==> config.mk <==
export PLATFORM = sky130hd
export DESIGN_NAME = delay_v_sched_flat
export DESIGN_NICKNAME = d
export VERILOG_FILES = /design/src/rtl/nn_ctrl_pkg.sv /design/src/rtl/delay_v_sched_if.sv /design/src/rtl/sync_fifo_v.sv /design/src/rtl/delay_v_sched.sv /design/src/flat_wrapper.sv
export SDC_FILE = /design/constraint.sdc
export NUM_CORES = 1
export LEC_CHECK = 0
export CORE_UTILIZATION = 50
export DETAILED_ROUTE_END_ITERATION = 8
export HOLD_SLACK_MARGIN = 0.1
export PLACE_DENSITY = 0.83
export SLEW_MARGIN = 20
export SYNTH_ARGS = -nofsm -noshare
export SYNTH_HDL_FRONTEND = slang
export SYNTH_HIERARCHICAL = 1
export SYNTH_SLANG_ARGS = --single-unit
==> constraint.sdc <==
create_clock -name clk -period 4.35 [get_ports clk]
set_input_delay 0.87 -clock clk [delete_from_list [all_inputs] [get_ports clk]]
set_output_delay 0.87 -clock clk [all_outputs]
set_load 0.01 [all_outputs]
==> src/rtl/nn_ctrl_pkg.sv <==
// nn_ctrl_pkg: shared helpers for the neural-network layer flow controllers.
// Holds counter-width helpers and a parameter sanity check used at elaboration.
`ifndef NN_CTRL_PKG_SV
`define NN_CTRL_PKG_SV

// Elaboration-time guard: instantiate inside a module body after parameters.
`define NN_CTRL_CHECK_PARAMS(delay_p, depth_p) \
   if (!nn_ctrl_pkg::params_ok((delay_p), (depth_p))) begin : g_param_error \
      $error("nn_ctrl: DELAY and FIFO_DEPTH must both be >= 1"); \
   end

package nn_ctrl_pkg;

   // Bits needed to hold any value in 0..n inclusive.
   function automatic int cnt_width(input int n);
      return (n < 1) ? 1 : $clog2(n + 1);
   endfunction

   // Bits needed to address depth entries; never narrower than one bit.
   function automatic int ptr_width(input int depth);
      return (depth > 1) ? $clog2(depth) : 1;
   endfunction

   // True when the controller parameters describe a buildable design.
   function automatic bit params_ok(input int delay, input int depth);
      return (delay >= 1) && (depth >= 1);
   endfunction

endpackage

`endif

==> src/rtl/delay_v_sched_if.sv <==
// delay_v_sched_if: upstream stream, datapath launch/return and downstream
// stream of the delay_v scheduler grouped into one bundle.
interface delay_v_sched_if #(
   parameter int WIDTH  = 8,
   parameter int LENGTH = 4
);
   logic                         in_valid;
   logic                         in_ready;
   logic [LENGTH-1:0][WIDTH-1:0] in_data;
   logic [LENGTH-1:0][WIDTH-1:0] pipe_a;
   logic [LENGTH-1:0][WIDTH-1:0] pipe_c;
   logic                         out_valid;
   logic                         out_ready;
   logic [LENGTH-1:0][WIDTH-1:0] out_data;

   // Environment side: produces input vectors, hosts the datapath, consumes output.
   modport master (
      output in_valid, in_data, pipe_c, out_ready,
      input  in_ready, pipe_a, out_valid, out_data
   );

   // Scheduler side.
   modport slave (
      input  in_valid, in_data, pipe_c, out_ready,
      output in_ready, pipe_a, out_valid, out_data
   );
endinterface

==> src/rtl/sync_fifo_v.sv <==
// sync_fifo_v: first-word-fall-through FIFO of LENGTH x WIDTH vectors.
// Head entry is visible combinationally from the storage array; a write into
// an empty FIFO shows up on head_data the cycle after the write edge.
module sync_fifo_v
   import nn_ctrl_pkg::*;
#(
   parameter int WIDTH  = 8,
   parameter int LENGTH = 4,
   parameter int DEPTH  = 4
) (
   input  logic                           clk,
   input  logic                           rstn,
   input  logic                           push,
   input  logic [LENGTH-1:0][WIDTH-1:0]   push_data,
   input  logic                           pop,
   output logic [LENGTH-1:0][WIDTH-1:0]   head_data,
   output logic                           full,
   output logic                           empty,
   output logic [cnt_width(DEPTH)-1:0]    count
);
   localparam int CNT_W = cnt_width(DEPTH);
   localparam int PTR_W = ptr_width(DEPTH);
   localparam logic [PTR_W-1:0] LAST_PTR = PTR_W'(DEPTH - 1);
   localparam logic [CNT_W-1:0] FULL_CNT = CNT_W'(DEPTH);

   logic [LENGTH-1:0][WIDTH-1:0] mem [DEPTH];

   logic [PTR_W-1:0] wr_ptr_reg, wr_ptr_next;
   logic [PTR_W-1:0] rd_ptr_reg, rd_ptr_next;
   logic [CNT_W-1:0] count_reg, count_next;
   logic             do_push;
   logic             do_pop;

   // Pointer advance with explicit wrap so non-power-of-two depths work.
   function automatic logic [PTR_W-1:0] ptr_inc(input logic [PTR_W-1:0] p);
      return (p == LAST_PTR) ? '0 : p + PTR_W'(1);
   endfunction

   // A pop of an empty FIFO is ignored; the caller is trusted not to overfill.
   assign do_pop  = pop & (count_reg != '0);
   assign do_push = push;

   assign full      = (count_reg == FULL_CNT);
   assign empty     = (count_reg == '0);
   assign count     = count_reg;
   assign head_data = mem[rd_ptr_reg];

   // Next pointers and occupancy from this cycle's push/pop.
   always_comb begin
      wr_ptr_next = wr_ptr_reg;
      rd_ptr_next = rd_ptr_reg;
      count_next  = count_reg;
      if (do_push) begin
         wr_ptr_next = ptr_inc(wr_ptr_reg);
      end
      if (do_pop) begin
         rd_ptr_next = ptr_inc(rd_ptr_reg);
      end
      case ({do_push, do_pop})
         2'b10:   count_next = count_reg + CNT_W'(1);
         2'b01:   count_next = count_reg - CNT_W'(1);
         default: count_next = count_reg;
      endcase
   end

   // Pointer and occupancy registers.
   always_ff @(posedge clk) begin
      if (!rstn) begin
         wr_ptr_reg <= '0;
         rd_ptr_reg <= '0;
         count_reg  <= '0;
      end else begin
         wr_ptr_reg <= wr_ptr_next;
         rd_ptr_reg <= rd_ptr_next;
         count_reg  <= count_next;
      end
   end

   // Storage array: write-only port, contents need no reset.
   always_ff @(posedge clk) begin
      if (do_push) begin
         mem[wr_ptr_reg] <= push_data;
      end
   end

endmodule

==> src/rtl/delay_v_sched.sv <==
// delay_v_sched: launches vectors into a fixed-latency, non-stallable vector
// datapath, tracks which pipeline slots hold live data and collects the
// results in an output FIFO. Admission is credit based: a credit is taken on
// admit and only returned when the vector leaves the FIFO, so the FIFO can
// never overflow no matter how long downstream stalls. Because a credit is
// held from the admit edge until the pop edge, sustained one-vector-per-clock
// flow needs FIFO_DEPTH >= DELAY+2.
module delay_v_sched
   import nn_ctrl_pkg::*;
#(
   parameter int DELAY      = 3,
   parameter int WIDTH      = 8,
   parameter int LENGTH     = 4,
   parameter int FIFO_DEPTH = 4
) (
   input  logic                          clk,
   input  logic                          rstn,
   delay_v_sched_if.slave                bus,
   output logic [cnt_width(DELAY)-1:0]   inflight,
   output logic                          busy
);
   localparam int CRED_W = cnt_width(FIFO_DEPTH);
   localparam int INF_W  = cnt_width(DELAY);
   localparam logic [CRED_W-1:0] CRED_FULL = CRED_W'(FIFO_DEPTH);

   `NN_CTRL_CHECK_PARAMS(DELAY, FIFO_DEPTH)

   logic                         admit;
   logic                         pop;
   logic                         cap;
   logic                         fifo_push;
   logic [CRED_W-1:0]            credits_reg, credits_next;
   logic [INF_W-1:0]             inflight_reg, inflight_next;
   logic [DELAY-1:0]             vld_sr_reg, vld_sr_next;
   logic [LENGTH-1:0][WIDTH-1:0] fifo_head;
   logic                         fifo_full;
   logic                         fifo_empty;
   logic [CRED_W-1:0]            fifo_count;

   // Handshakes. in_ready depends only on the credit register, which keeps
   // out_ready from ever reaching in_ready combinationally.
   assign bus.in_ready  = (credits_reg != '0);
   assign admit         = bus.in_valid & bus.in_ready;
   assign bus.out_valid = ~fifo_empty;
   assign bus.out_data  = fifo_head;
   assign pop           = bus.out_valid & bus.out_ready;

   // The datapath is launched straight from the upstream bus.
   assign bus.pipe_a = bus.in_data;

   // Top of the valid shift register lines up with a live beat on pipe_c.
   assign cap = vld_sr_reg[DELAY-1];

   // Credits make a full FIFO impossible here; the full term only protects
   // the storage if that invariant were ever broken.
   assign fifo_push = cap & (~fifo_full | pop);

   assign inflight = inflight_reg;
   assign busy     = (inflight_reg != '0) | (fifo_count != '0);

   // Valid shift register input: new launch enters at bit 0, rest shifts up.
   generate
      if (DELAY == 1) begin : g_sr_one
         assign vld_sr_next = admit;
      end else begin : g_sr_many
         assign vld_sr_next = {vld_sr_reg[DELAY-2:0], admit};
      end
   endgenerate

   // Credit and in-flight counter updates.
   always_comb begin
      credits_next  = credits_reg;
      inflight_next = inflight_reg;
      case ({admit, pop})
         2'b10:   credits_next = credits_reg - CRED_W'(1);
         2'b01:   credits_next = credits_reg + CRED_W'(1);
         default: credits_next = credits_reg;
      endcase
      case ({admit, cap})
         2'b10:   inflight_next = inflight_reg + INF_W'(1);
         2'b01:   inflight_next = inflight_reg - INF_W'(1);
         default: inflight_next = inflight_reg;
      endcase
   end

   // Scheduler state registers; the shift register advances every clock.
   always_ff @(posedge clk) begin
      if (!rstn) begin
         credits_reg  <= CRED_FULL;
         inflight_reg <= '0;
         vld_sr_reg   <= '0;
      end else begin
         credits_reg  <= credits_next;
         inflight_reg <= inflight_next;
         vld_sr_reg   <= vld_sr_next;
      end
   end

   sync_fifo_v #(
      .WIDTH  (WIDTH),
      .LENGTH (LENGTH),
      .DEPTH  (FIFO_DEPTH)
   ) u_fifo (
      .clk       (clk),
      .rstn      (rstn),
      .push      (fifo_push),
      .push_data (bus.pipe_c),
      .pop       (pop),
      .head_data (fifo_head),
      .full      (fifo_full),
      .empty     (fifo_empty),
      .count     (fifo_count)
   );

endmodule

==> src/flat_wrapper.sv <==
// flat-port wrapper written by rule: the top's interface ports become plain ports
module delay_v_sched_flat import nn_ctrl_pkg::*;
#(
   parameter int DELAY      = 3,
   parameter int WIDTH      = 8,
   parameter int LENGTH     = 4,
   parameter int FIFO_DEPTH = 4
)
  (clk, rstn, inflight, busy, bus_in_valid, bus_in_data, bus_pipe_c, bus_out_ready, bus_in_ready, bus_pipe_a, bus_out_valid, bus_out_data);
  delay_v_sched_if #(.WIDTH(WIDTH), .LENGTH(LENGTH)) bus_i ();
  input  logic clk;
  input  logic rstn;
  output logic [cnt_width(DELAY)-1:0] inflight;
  output logic busy;
  input wire logic [$bits(bus_i.in_valid)-1:0] bus_in_valid;
  input wire logic [$bits(bus_i.in_data)-1:0] bus_in_data;
  input wire logic [$bits(bus_i.pipe_c)-1:0] bus_pipe_c;
  input wire logic [$bits(bus_i.out_ready)-1:0] bus_out_ready;
  output wire logic [$bits(bus_i.in_ready)-1:0] bus_in_ready;
  output wire logic [$bits(bus_i.pipe_a)-1:0] bus_pipe_a;
  output wire logic [$bits(bus_i.out_valid)-1:0] bus_out_valid;
  output wire logic [$bits(bus_i.out_data)-1:0] bus_out_data;
  assign bus_i.in_valid = bus_in_valid;
  assign bus_i.in_data = bus_in_data;
  assign bus_i.pipe_c = bus_pipe_c;
  assign bus_i.out_ready = bus_out_ready;
  assign bus_in_ready = bus_i.in_ready;
  assign bus_pipe_a = bus_i.pipe_a;
  assign bus_out_valid = bus_i.out_valid;
  assign bus_out_data = bus_i.out_data;
  delay_v_sched #(.DELAY(DELAY), .WIDTH(WIDTH), .LENGTH(LENGTH), .FIFO_DEPTH(FIFO_DEPTH)) u_core (.clk(clk), .rstn(rstn), .bus(bus_i), .inflight(inflight), .busy(busy));
endmodule
==> impl_metrics.py, run 1 <==
metrics = {
    "global_routing": {
        "overflow": 0,
        "antenna_found_initial": 0,
        "grt.total_usage_pct": 18.3,
        "grt_pass1_wl_mm": 15.2,
        "grt_max_degree": 33,
        "grt_pass1_vias": 2838,
    },
    "clocking": {
        "cts_root_buffer": "clkbuf_16",
        "ctsResizeCount": 0,
        "cts_buffer_depth": 2,
        "clk_pin_slew_worst_paths_ns": 0.06,
        "clk_latency_ns": 0.41,
        "cts_tree": "yes",
        "htree_levels": 4,
        "ctsHoldBuffers": 0,
        "numCtsBuffers": 17,
        "cts_sinks": 145,
        "cts_setup_buffers": 0,
    },
    "die": {
        "io_pins": 137,
        "num_rows": 38,
        "core_um2": 11000,
        "dieHeight_um": 109,
        "initial_core_util_pct": 52.0,
        "die_x_um": 109,
        "die_area_um2": 11900,
    },
    "synthesis": {
        "synth_top_area_share_pct": 67.0,
        "synthesis.nets": 366,
        "synth_area_per_cell_um2": 19.9,
        "synth_top_cells_by_area": "edfxtp_1 67%, mux4_2 12%, dfxtp_1 5.9%",
        "synth_area_leader_cell": "edfxtp_1",
        "synth_most_common_cell": "edfxtp_1",
        "yosys-top-cells-count": "128 x edfxtp_1, 32 x buf_4, 30 x mux4_2",
        "synthArstFlopShare_pct": 0,
        "ys.flop_type": "edfxtp_1",
        "ys_seq_area_share_pct": 72.9,
        "synth_area_um2": 5740,
        "synth_edf_count": 128,
        "ys_seq_elements": 145,
        "syn_inst": 288,
        "yosys.cell_types.count": 29,
        "ys.warnings.count": 6,
    },
    "setup_path": {
        "critPathRequiredTime_ns": 3.48,
        "worstPathCellList": "buf_4, mux4_2, clkdlybuf4s50_1",
        "cp-start-kind": "flop",
        "path_delay_family": "buffers and inverters",
        "worstSetupPathType": "reg -> out",
        "endpoint_kind": "primary output",
        "arrival_ns": 2.40,
        "slowest_stage": "dfxtp_2",
        "path_buf_inv": 2,
        "worst-path-max-fanout": 14,
        "slowest_delay_ns": 0.56,
    },
    "timing": {
        "fin_crit_sh_pct": 75.2,
        "relSlewSlack_pct": 39.6,
        "fmax_mhz": 306,
        "fin_worst_skew_ns": 0.00962,
        "maxSlewViolCount": 0,
        "hold_violations": 0,
        "setup-tns-final_ns": 0,
        "setup_viol_count_final": 0,
        "whs_ns": 0.439,
        "rsz0062_at_grt": "no",
        "worst_pin_slew_ns": 0.906,
        "min_period_ns": 3.27,
    },
    "placement": {
        "dp.cells": 463,
        "place_congestion": 0.752,
        "port_buffers": 72,
        "hpwl_mm": 6.20,
    },
    "detailed_routing": {
        "drt_iter0_drc": 149,
        "viasPerCell": 5.39,
        "vias": 2669,
        "drc": 0,
        "totalWireLength_mm": 10.1,
        "dr.pass1.iters": 4,
        "final_antenna_net_count": 0,
        "wl_per_cell_um": 20.3,
    },
    "layout": {
        "drive_gt1_share_pct": 19.4,
        "num_antenna_cells": 0,
        "stdcell_count": 495,
        "regMostFlops": "u_core/u_fifo/mem",
        "largest_reg_flops": 128,
        "fin_nets": 420,
        "syn_to_final_growth_pct": 20.3,
    },
    "power": {
        "powerDensity_nw_per_um2": 447,
        "vdd_drop_max_mv": 0.231,
        "leakagePower_nw": 2.24,
    },
    "job": {
        "maxCapViolations": 0,
    },
    "worst_hold_path": {
        "hold_path.class": "reg -> reg",
    },
    "status": {
        "status": "complete, no violations",
    },
}
layer usage:
metal | part of all wire, % | up-vias | GRT usage [%]
met5 | 0 | - | 0
met4 | 2.8 | 0 | 9.27
met3 | 7.1 | 37 | 5.86
met2 | 51 | 110 | 29.7
met1 | 39 | 1314 | 21.9
li1 | - | 1208 | -
logic make-up (layout without fill, tap and decap cells):
| kind of cell | count (synthesis) | count (layout) | share of synthesized area [%] |
|---|---|---|---|
| flops | 145 | 145 | 72.9 |
| buf+inv | 49 | 116 | 6.35 |
| mux | 34 | 34 | 13.0 |
| simple gates | 33 | 33 | 3.21 |
| compound gates | 11 | 11 | 1.13 |
| fa+ha+maj | 10 | 10 | 2.44 |
| xor+xnor | 6 | 6 | 0.916 |
power breakdown:
group          internal [W]  switching [W]
registers           0.00154      0.0000148
logic             0.0000895      0.0000646
clock network      0.000803       0.000576
total               0.00243       0.000655
area by class of cell:
type                    instances  area [µm²]
repair buffers                 74         736
fillers                       777        4130
inverters                      10        37.5
clock buffers                  17         425
well taps                     140         175
flip-flops and latches        145        4190
multi-input cells              94        1190
clock inverters                15         149
final timing paths:
| kind | start | end | slack (ns) | cells after the start |
|---|---|---|---|---|
| worst max-delay path | flop | bus_out_data[14] | 1.08 | 3 |
| worst min-delay path | u_core/vld_sr_reg[0]$_SDFF_PN0_ | u_core/vld_sr_reg[1]$_SDFF_PN0_ | 0.44 | 1 |
| worst max register to register | u_core/u_fifo/count[0]$_SDFFE_PN0P_ | u_core/u_fifo/count[2]$_SDFFE_PN0P_ | 1.93 | 10 |
| worst min register to register | u_core/vld_sr_reg[0]$_SDFF_PN0_ | u_core/vld_sr_reg[1]$_SDFF_PN0_ | 0.44 | 1 |
placed cells by master, fill, tap and decap left out, types with 2 or more instances in the layout:
master	Yosys	layout
and2_1	10	6
and2_2	0	4
and3_1	2	2
buf_4	32	2
clkbuf_16	0	17
clkdlybuf4s50_1	0	72
clkinv_4	0	3
clkinvlp_4	0	3
dfxtp_1	17	15
dfxtp_2	0	2
edfxtp_1	128	128
fa_1	2	2
ha_1	8	8
inv_1	10	10
inv_6	0	5
inv_8	0	2
mux2i_1	2	2
mux4_1	2	2
mux4_2	30	30
nand2_1	5	5
nand3_1	3	3
nor2_1	2	2
nor2b_1	4	4
nor3_1	2	2
o21ai_0	6	6
or3_1	4	4
xnor2_1	4	4
xor2_1	2	2
through the flow:
stage	total power, W	utilization [%]	setup WS [ns]	area [µm²]
3_5_place_dp	0.00173	57.4	1.12	6330
5_1_grt	0.00318	62.6	0.911	6900
4_1_cts	0.00311	62.6	0.983	6900
2_1_floorplan	0.00167	-	1.81	5740
6_report	0.00308	62.6	1.08	6900
3_3_place_gp	0.00173	57.4	1.28	6330
(Power assumes the default switching activity.)
==> run 2: changes to the inputs <==
--- a/config.mk
+++ b/config.mk
@@ -5,10 +5,10 @@
 export SDC_FILE = /design/constraint.sdc
 export NUM_CORES = 1
 export LEC_CHECK = 0
-export CORE_UTILIZATION = 50
+export CORE_UTILIZATION = 49
 export DETAILED_ROUTE_END_ITERATION = 8
 export HOLD_SLACK_MARGIN = 0.1
-export PLACE_DENSITY = 0.83
+export PLACE_DENSITY = 0.82
 export SLEW_MARGIN = 20
 export SYNTH_ARGS = -nofsm -noshare
 export SYNTH_HDL_FRONTEND = slang
==> constraint.sdc (replaced) <==
create_clock -name clk -period 3.1 [get_ports clk]
set_input_delay 0.62 -clock clk [delete_from_list [all_inputs] [get_ports clk]]
set_output_delay 0.62 -clock clk [all_outputs]
set_load 0.01 [all_outputs]
==> impl_metrics.py, run 2 (synthesized netlist as in run 1, its figures left out) <==
metrics = {
    "placement": {
        "hpwl_mm": 6.01,
        "port_buffers": 72,
        "place_congestion": 0.725,
        "dp.cells": 471,
    },
    "clocking": {
        "ctsResizeCount": 0,
        "cts_buffer_depth": 2,
        "clk_latency_ns": 0.41,
        "cts_sinks": 145,
        "cts_tree": "yes",
        "clk_pin_slew_worst_paths_ns": 0.06,
        "numCtsBuffers": 17,
        "ctsHoldBuffers": 0,
        "cts_setup_buffers": 0,
        "htree_levels": 4,
        "cts_root_buffer": "clkbuf_16",
    },
    "timing": {
        "worst_pin_slew_ns": 0.501,
        "hold_violations": 0,
        "fin_worst_skew_ns": 0.00997,
        "min_period_ns": 2.75,
        "maxSlewViolCount": 0,
        "setup-tns-final_ns": 0,
        "fmax_mhz": 363,
        "setup_viol_count_final": 0,
        "relSlewSlack_pct": 66.3,
        "fin_crit_sh_pct": 88.8,
        "rsz0062_at_grt": "no",
    },
    "layout": {
        "num_antenna_cells": 0,
        "ff_latch_area_um2": 4190,
        "num-fill-cells": 799,
        "drive_gt1_share_pct": 20.6,
        "syn_to_final_growth_pct": 23.0,
        "largest_reg_flops": 128,
        "multiInputGateArea_um2": 1190,
        "stdcell_count": 503,
        "fin_nets": 425,
        "final_cell_mix": "128 x edfxtp_1, 72 x clkdlybuf4s50_1, 30 x mux4_2",
        "layout_commonest_cell": "edfxtp_1",
        "regMostFlops": "u_core/u_fifo/mem",
    },
    "detailed_routing": {
        "drt_iter0_drc": 222,
        "final_antenna_net_count": 0,
        "dr.pass1.iters": 4,
        "viasPerCell": 5.28,
        "drc": 0,
        "totalWireLength_mm": 9.45,
        "vias": 2657,
        "wl_per_cell_um": 18.8,
    },
    "setup_path": {
        "cp-start-kind": "flop",
        "worstSetupPathType": "reg -> out",
        "critPathRequiredTime_ns": 2.48,
        "arrival_ns": 2.13,
        "endpoint_kind": "primary output",
        "worst_r2r_startpoint": "u_core/u_fifo/count[1]$_SDFFE_PN0P_",
        "worst-path-max-fanout": 23,
        "worst-r2r-cell-count": 10,
    },
    "die": {
        "die_area_um2": 12100,
        "core_um2": 11400,
        "dieHeight_um": 110,
        "io_pins": 137,
        "initial_core_util_pct": 50.3,
        "die_x_um": 110,
        "num_rows": 39,
    },
    "power": {
        "powerDensity_nw_per_um2": 631,
        "clkPwrFrac_pct": 46.2,
        "switching_power_w": 0.000896,
        "power_frac_seq_pct": 48.9,
        "leakagePower_nw": 2.31,
        "internal_power_w": 0.00356,
        "combPwrFrac_pct": 4.9,
        "netSwitchingFraction_pct": 20.1,
        "vdd_drop_max_mv": 0.353,
    },
    "global_routing": {
        "grt_pass1_wl_mm": 14.4,
        "overflow": 0,
        "grt_pass1_vias": 2786,
        "antenna_found_initial": 0,
        "grt_max_degree": 33,
        "grt.total_usage_pct": 16.9,
    },
    "worst_hold_path": {
        "hp-start": "u_core/vld_sr_reg[1]$_SDFF_PN0_",
        "holdPathStages": 1,
        "hold_path.class": "reg -> reg",
    },
    "job": {
        "maxCapViolations": 0,
    },
    "status": {
        "status": "complete, no violations",
    },
}
run 2: routing by layer:
| metal | global-route usage (%) | up-vias | share of wire, % |
|---|---|---|---|
| met5 | 0 | - | 0 |
| met1 | 19.9 | 1319 | 40 |
| met4 | 7.61 | 0 | 1.9 |
| met3 | 6.94 | 30 | 7.6 |
| met2 | 27.4 | 89 | 50 |
| li1 | - | 1219 | - |
run 2: worst max-delay path, cell delays in order, from the launching register on:
cell and delay [ns]:
dfxtp_2 0.35, buf_12 0.22, mux4_1 0.63, clkdlybuf4s50_1 0.52
run 2: area by class of cell:
cell class                      count  area share, %
Clock buffer                       17           6.03
Clock inverter                     15           2.61
Inverter                           10          0.532
Multi-Input combinational cell     94           16.9
Sequential cell                   145           59.3
Tap cell                          143           2.54
Timing Repair Buffer               79           12.0
run 2: per-stage QoR:
stage / cell area [µm²] / hold WS [ns] / setup WS (ns) / power, W / util (%)
2_1_floorplan: 5740 / 0.412 / 0.807 / 0.00235 / -
4_1_cts: 7060 / 0.455 / 0.302 / 0.00450 / 61.8
3_5_place_dp: 6450 / 0.437 / 0.209 / 0.00244 / 56.5
6_report: 7060 / 0.445 / 0.347 / 0.00445 / 61.8
5_1_grt: 7060 / 0.478 / 0.259 / 0.00460 / 61.8
3_3_place_gp: 6450 / 0.424 / 0.281 / 0.00242 / 56.5
run 2: power groups by stage:
| stage | clock network (W) | registers (W) | logic (W) |
|---|---|---|---|
| global placement | 0 | 0.00221 | 0.000210 |
| finish | 0.00206 | 0.00218 | 0.000219 |
| CTS | 0.00210 | 0.00218 | 0.000222 |
| global route | 0.00217 | 0.00218 | 0.000241 |
| detailed placement | 0 | 0.00222 | 0.000219 |
| floorplan | 0 | 0.00222 | 0.000133 |
run 2: worst paths after layout:
kind	endpoint	slack [ns]
max reg2reg	u_core/u_fifo/count[2]$_SDFFE_PN0P_	0.63
min	u_core/vld_sr_reg[2]$_SDFF_PN0_	0.45
max	bus_out_data[24]	0.35
min reg2reg	u_core/vld_sr_reg[2]$_SDFF_PN0_	0.45
==> run 3: changes to the inputs <==
--- a/config.mk
+++ b/config.mk
@@ -5,10 +5,10 @@
 export SDC_FILE = /design/constraint.sdc
 export NUM_CORES = 1
 export LEC_CHECK = 0
-export CORE_UTILIZATION = 49
+export CORE_UTILIZATION = 25
 export DETAILED_ROUTE_END_ITERATION = 8
 export HOLD_SLACK_MARGIN = 0.1
-export PLACE_DENSITY = 0.82
+export PLACE_DENSITY = 0.49
 export SLEW_MARGIN = 20
 export SYNTH_ARGS = -nofsm -noshare
 export SYNTH_HDL_FRONTEND = slang
==> constraint.sdc (replaced) <==
create_clock -name clk -period 3.1 [get_ports clk]
set_input_delay 0.62 -clock clk [delete_from_list [all_inputs] [get_ports clk]]
set_output_delay 0.62 -clock clk [all_outputs]
set_load 0.05 [all_outputs]
==> impl_metrics.py, run 3 (synthesized netlist as in run 1, its figures left out) <==
metrics = {
    "worst_hold_path": {
        "hold_path.class": "reg -> reg",
    },
    "setup_path": {
        "r2r_setup_slack_ns": 0.67,
        "cp-start-kind": "flop",
        "worstSetupPathType": "reg -> out",
        "worst-path-max-fanout": 10,
        "endpoint_kind": "primary output",
        "critPathRequiredTime_ns": 2.48,
        "arrival_ns": 2.29,
    },
    "clocking": {
        "cts_tree": "yes",
        "cts_root_buffer": "clkbuf_16",
        "cts_sinks": 145,
        "cts_buffer_depth": 2,
        "cts_setup_buffers": 0,
        "ctsResizeCount": 0,
        "clk_latency_ns": 0.42,
        "htree_levels": 4,
        "numCtsBuffers": 17,
        "clk_pin_slew_worst_paths_ns": 0.06,
        "ctsHoldBuffers": 0,
    },
    "global_routing": {
        "grt.total_usage_pct": 9.94,
        "grt_pass1_wl_mm": 16.8,
        "antenna_found_initial": 1,
        "grt_pass1_vias": 2944,
        "overflow": 0,
        "grt_max_degree": 23,
    },
    "layout": {
        "syn_to_final_growth_pct": 24.5,
        "multiInputGateArea_um2": 1190,
        "layout_commonest_cell": "edfxtp_1",
        "final_cell_mix": "128 x edfxtp_1, 64 x clkdlybuf4s50_1, 30 x mux4_2",
        "drive_gt1_share_pct": 21.6,
        "regMostFlops": "u_core/u_fifo/mem",
        "num-fill-cells": 2190,
        "ff_latch_area_um2": 4190,
        "num_antenna_cells": 0,
        "fin_nets": 426,
        "largest_reg_flops": 128,
    },
    "power": {
        "leakagePower_nw": 2.28,
        "powerDensity_nw_per_um2": 610,
        "vdd_drop_max_mv": 0.324,
    },
    "timing": {
        "setup-tns-final_ns": 0,
        "setup_viol_count_final": 0,
        "fin_crit_sh_pct": 93.8,
        "fin_worst_skew_ns": 0.00672,
        "worst_pin_slew_ns": 0.507,
        "fmax_mhz": 344,
        "setup_slack_ns": 0.192,
        "maxSlewViolCount": 0,
        "hold_violations": 0,
        "rsz0062_at_grt": "no",
        "relSlewSlack_pct": 66.1,
        "min_period_ns": 2.91,
    },
    "placement": {
        "hpwl_mm": 6.63,
        "place_congestion": 0.687,
        "port_buffers": 72,
        "dpl_worst_slack_ns": 0.178,
    },
    "detailed_routing": {
        "dr.pass1.iters": 4,
        "wl_per_cell_um": 16.9,
        "vias": 2686,
        "final_antenna_net_count": 0,
        "drt_iter0_drc": 142,
        "totalWireLength_mm": 10.9,
        "viasPerCell": 4.16,
        "drc": 0,
    },
    "die": {
        "die_x_um": 154,
        "dieHeight_um": 154,
        "initial_core_util_pct": 25.4,
        "io_pins": 137,
        "num_rows": 55,
        "core_um2": 22600,
        "die_area_um2": 23600,
    },
    "status": {
        "status": "complete, no violations",
    },
    "job": {
        "maxCapViolations": 0,
    },
}
-- run 3: cell types whose count changed in the layout (fill, tap and decap cells not counted) --
cell	change
bufinv_16	-2
buf_4	+10
clkinv_4	-2
buf_12	-1
clkinvlp_4	+1
clkinv_1	+3
clkinv_2	-1
inv_6	-1
clkbuf_1	+2
clkdlybuf4s50_1	-8
-- run 3: routing by layer --
| layer | global-route usage, % | vias up | wire length (µm) |
|---|---|---|---|
| li1 | - | 1207 | - |
| met1 | 11.3 | 1380 | 4600 |
| met2 | 16.3 | 68 | 5480 |
| met3 | 4.34 | 29 | 603 |
| met4 | 4.14 | 2 | 240 |
| met5 | 0 | - | 13 |
-- run 3: power breakdown --
part	total [W]	switching [W]	internal, W
Clock	0.00189	0.000792	0.00110
Sequential	0.00217	0.0000198	0.00215
Combinational	0.000286	0.000160	0.000126
Total	0.00435	0.000972	0.00338
-- run 3: cell type report --
cell class / count / share of cell area (%)
Sequential cell: 145 / 58.6
Multi-Input combinational cell: 94 / 16.7
Tap cell: 285 / 4.99
Timing Repair Buffer: 80 / 11.5
Inverter: 10 / 0.525
Clock buffer: 19 / 6.06
Clock inverter: 13 / 1.56
-- run 3: stage by stage --
stage	power, W	hold WS (ns)	util [%]	std cells	instance area (µm²)
after CTS	0.00441	0.434	31.6	646	7140
after global routing	0.00451	0.457	31.6	646	7140
after global placement	0.00250	0.418	29.2	614	6600
after floorplan	0.00249	0.412	-	288	5740
final	0.00435	0.432	31.6	646	7140
after detailed placement	0.00250	0.419	29.2	614	6600
-- run 3: critical path, stage by stage, from the launching register on --
cell,delay [ns]
dfxtp_2,0.35
buf_4,0.25
mux4_2,0.55
clkdlybuf4s50_1,0.73
-- run 3: worst paths after layout --
check	from	end	cells past startpoint
hold reg to reg	u_core/vld_sr_reg[1]$_SDFF_PN0_	u_core/vld_sr_reg[2]$_SDFF_PN0_	1
setup reg to reg	u_core/u_fifo/count[1]$_SDFFE_PN0P_	u_core/u_fifo/count[2]$_SDFFE_PN0P_	10
hold / removal	u_core/vld_sr_reg[1]$_SDFF_PN0_	u_core/vld_sr_reg[2]$_SDFF_PN0_	1
setup / recovery	flop	bus_out_data[9]	3
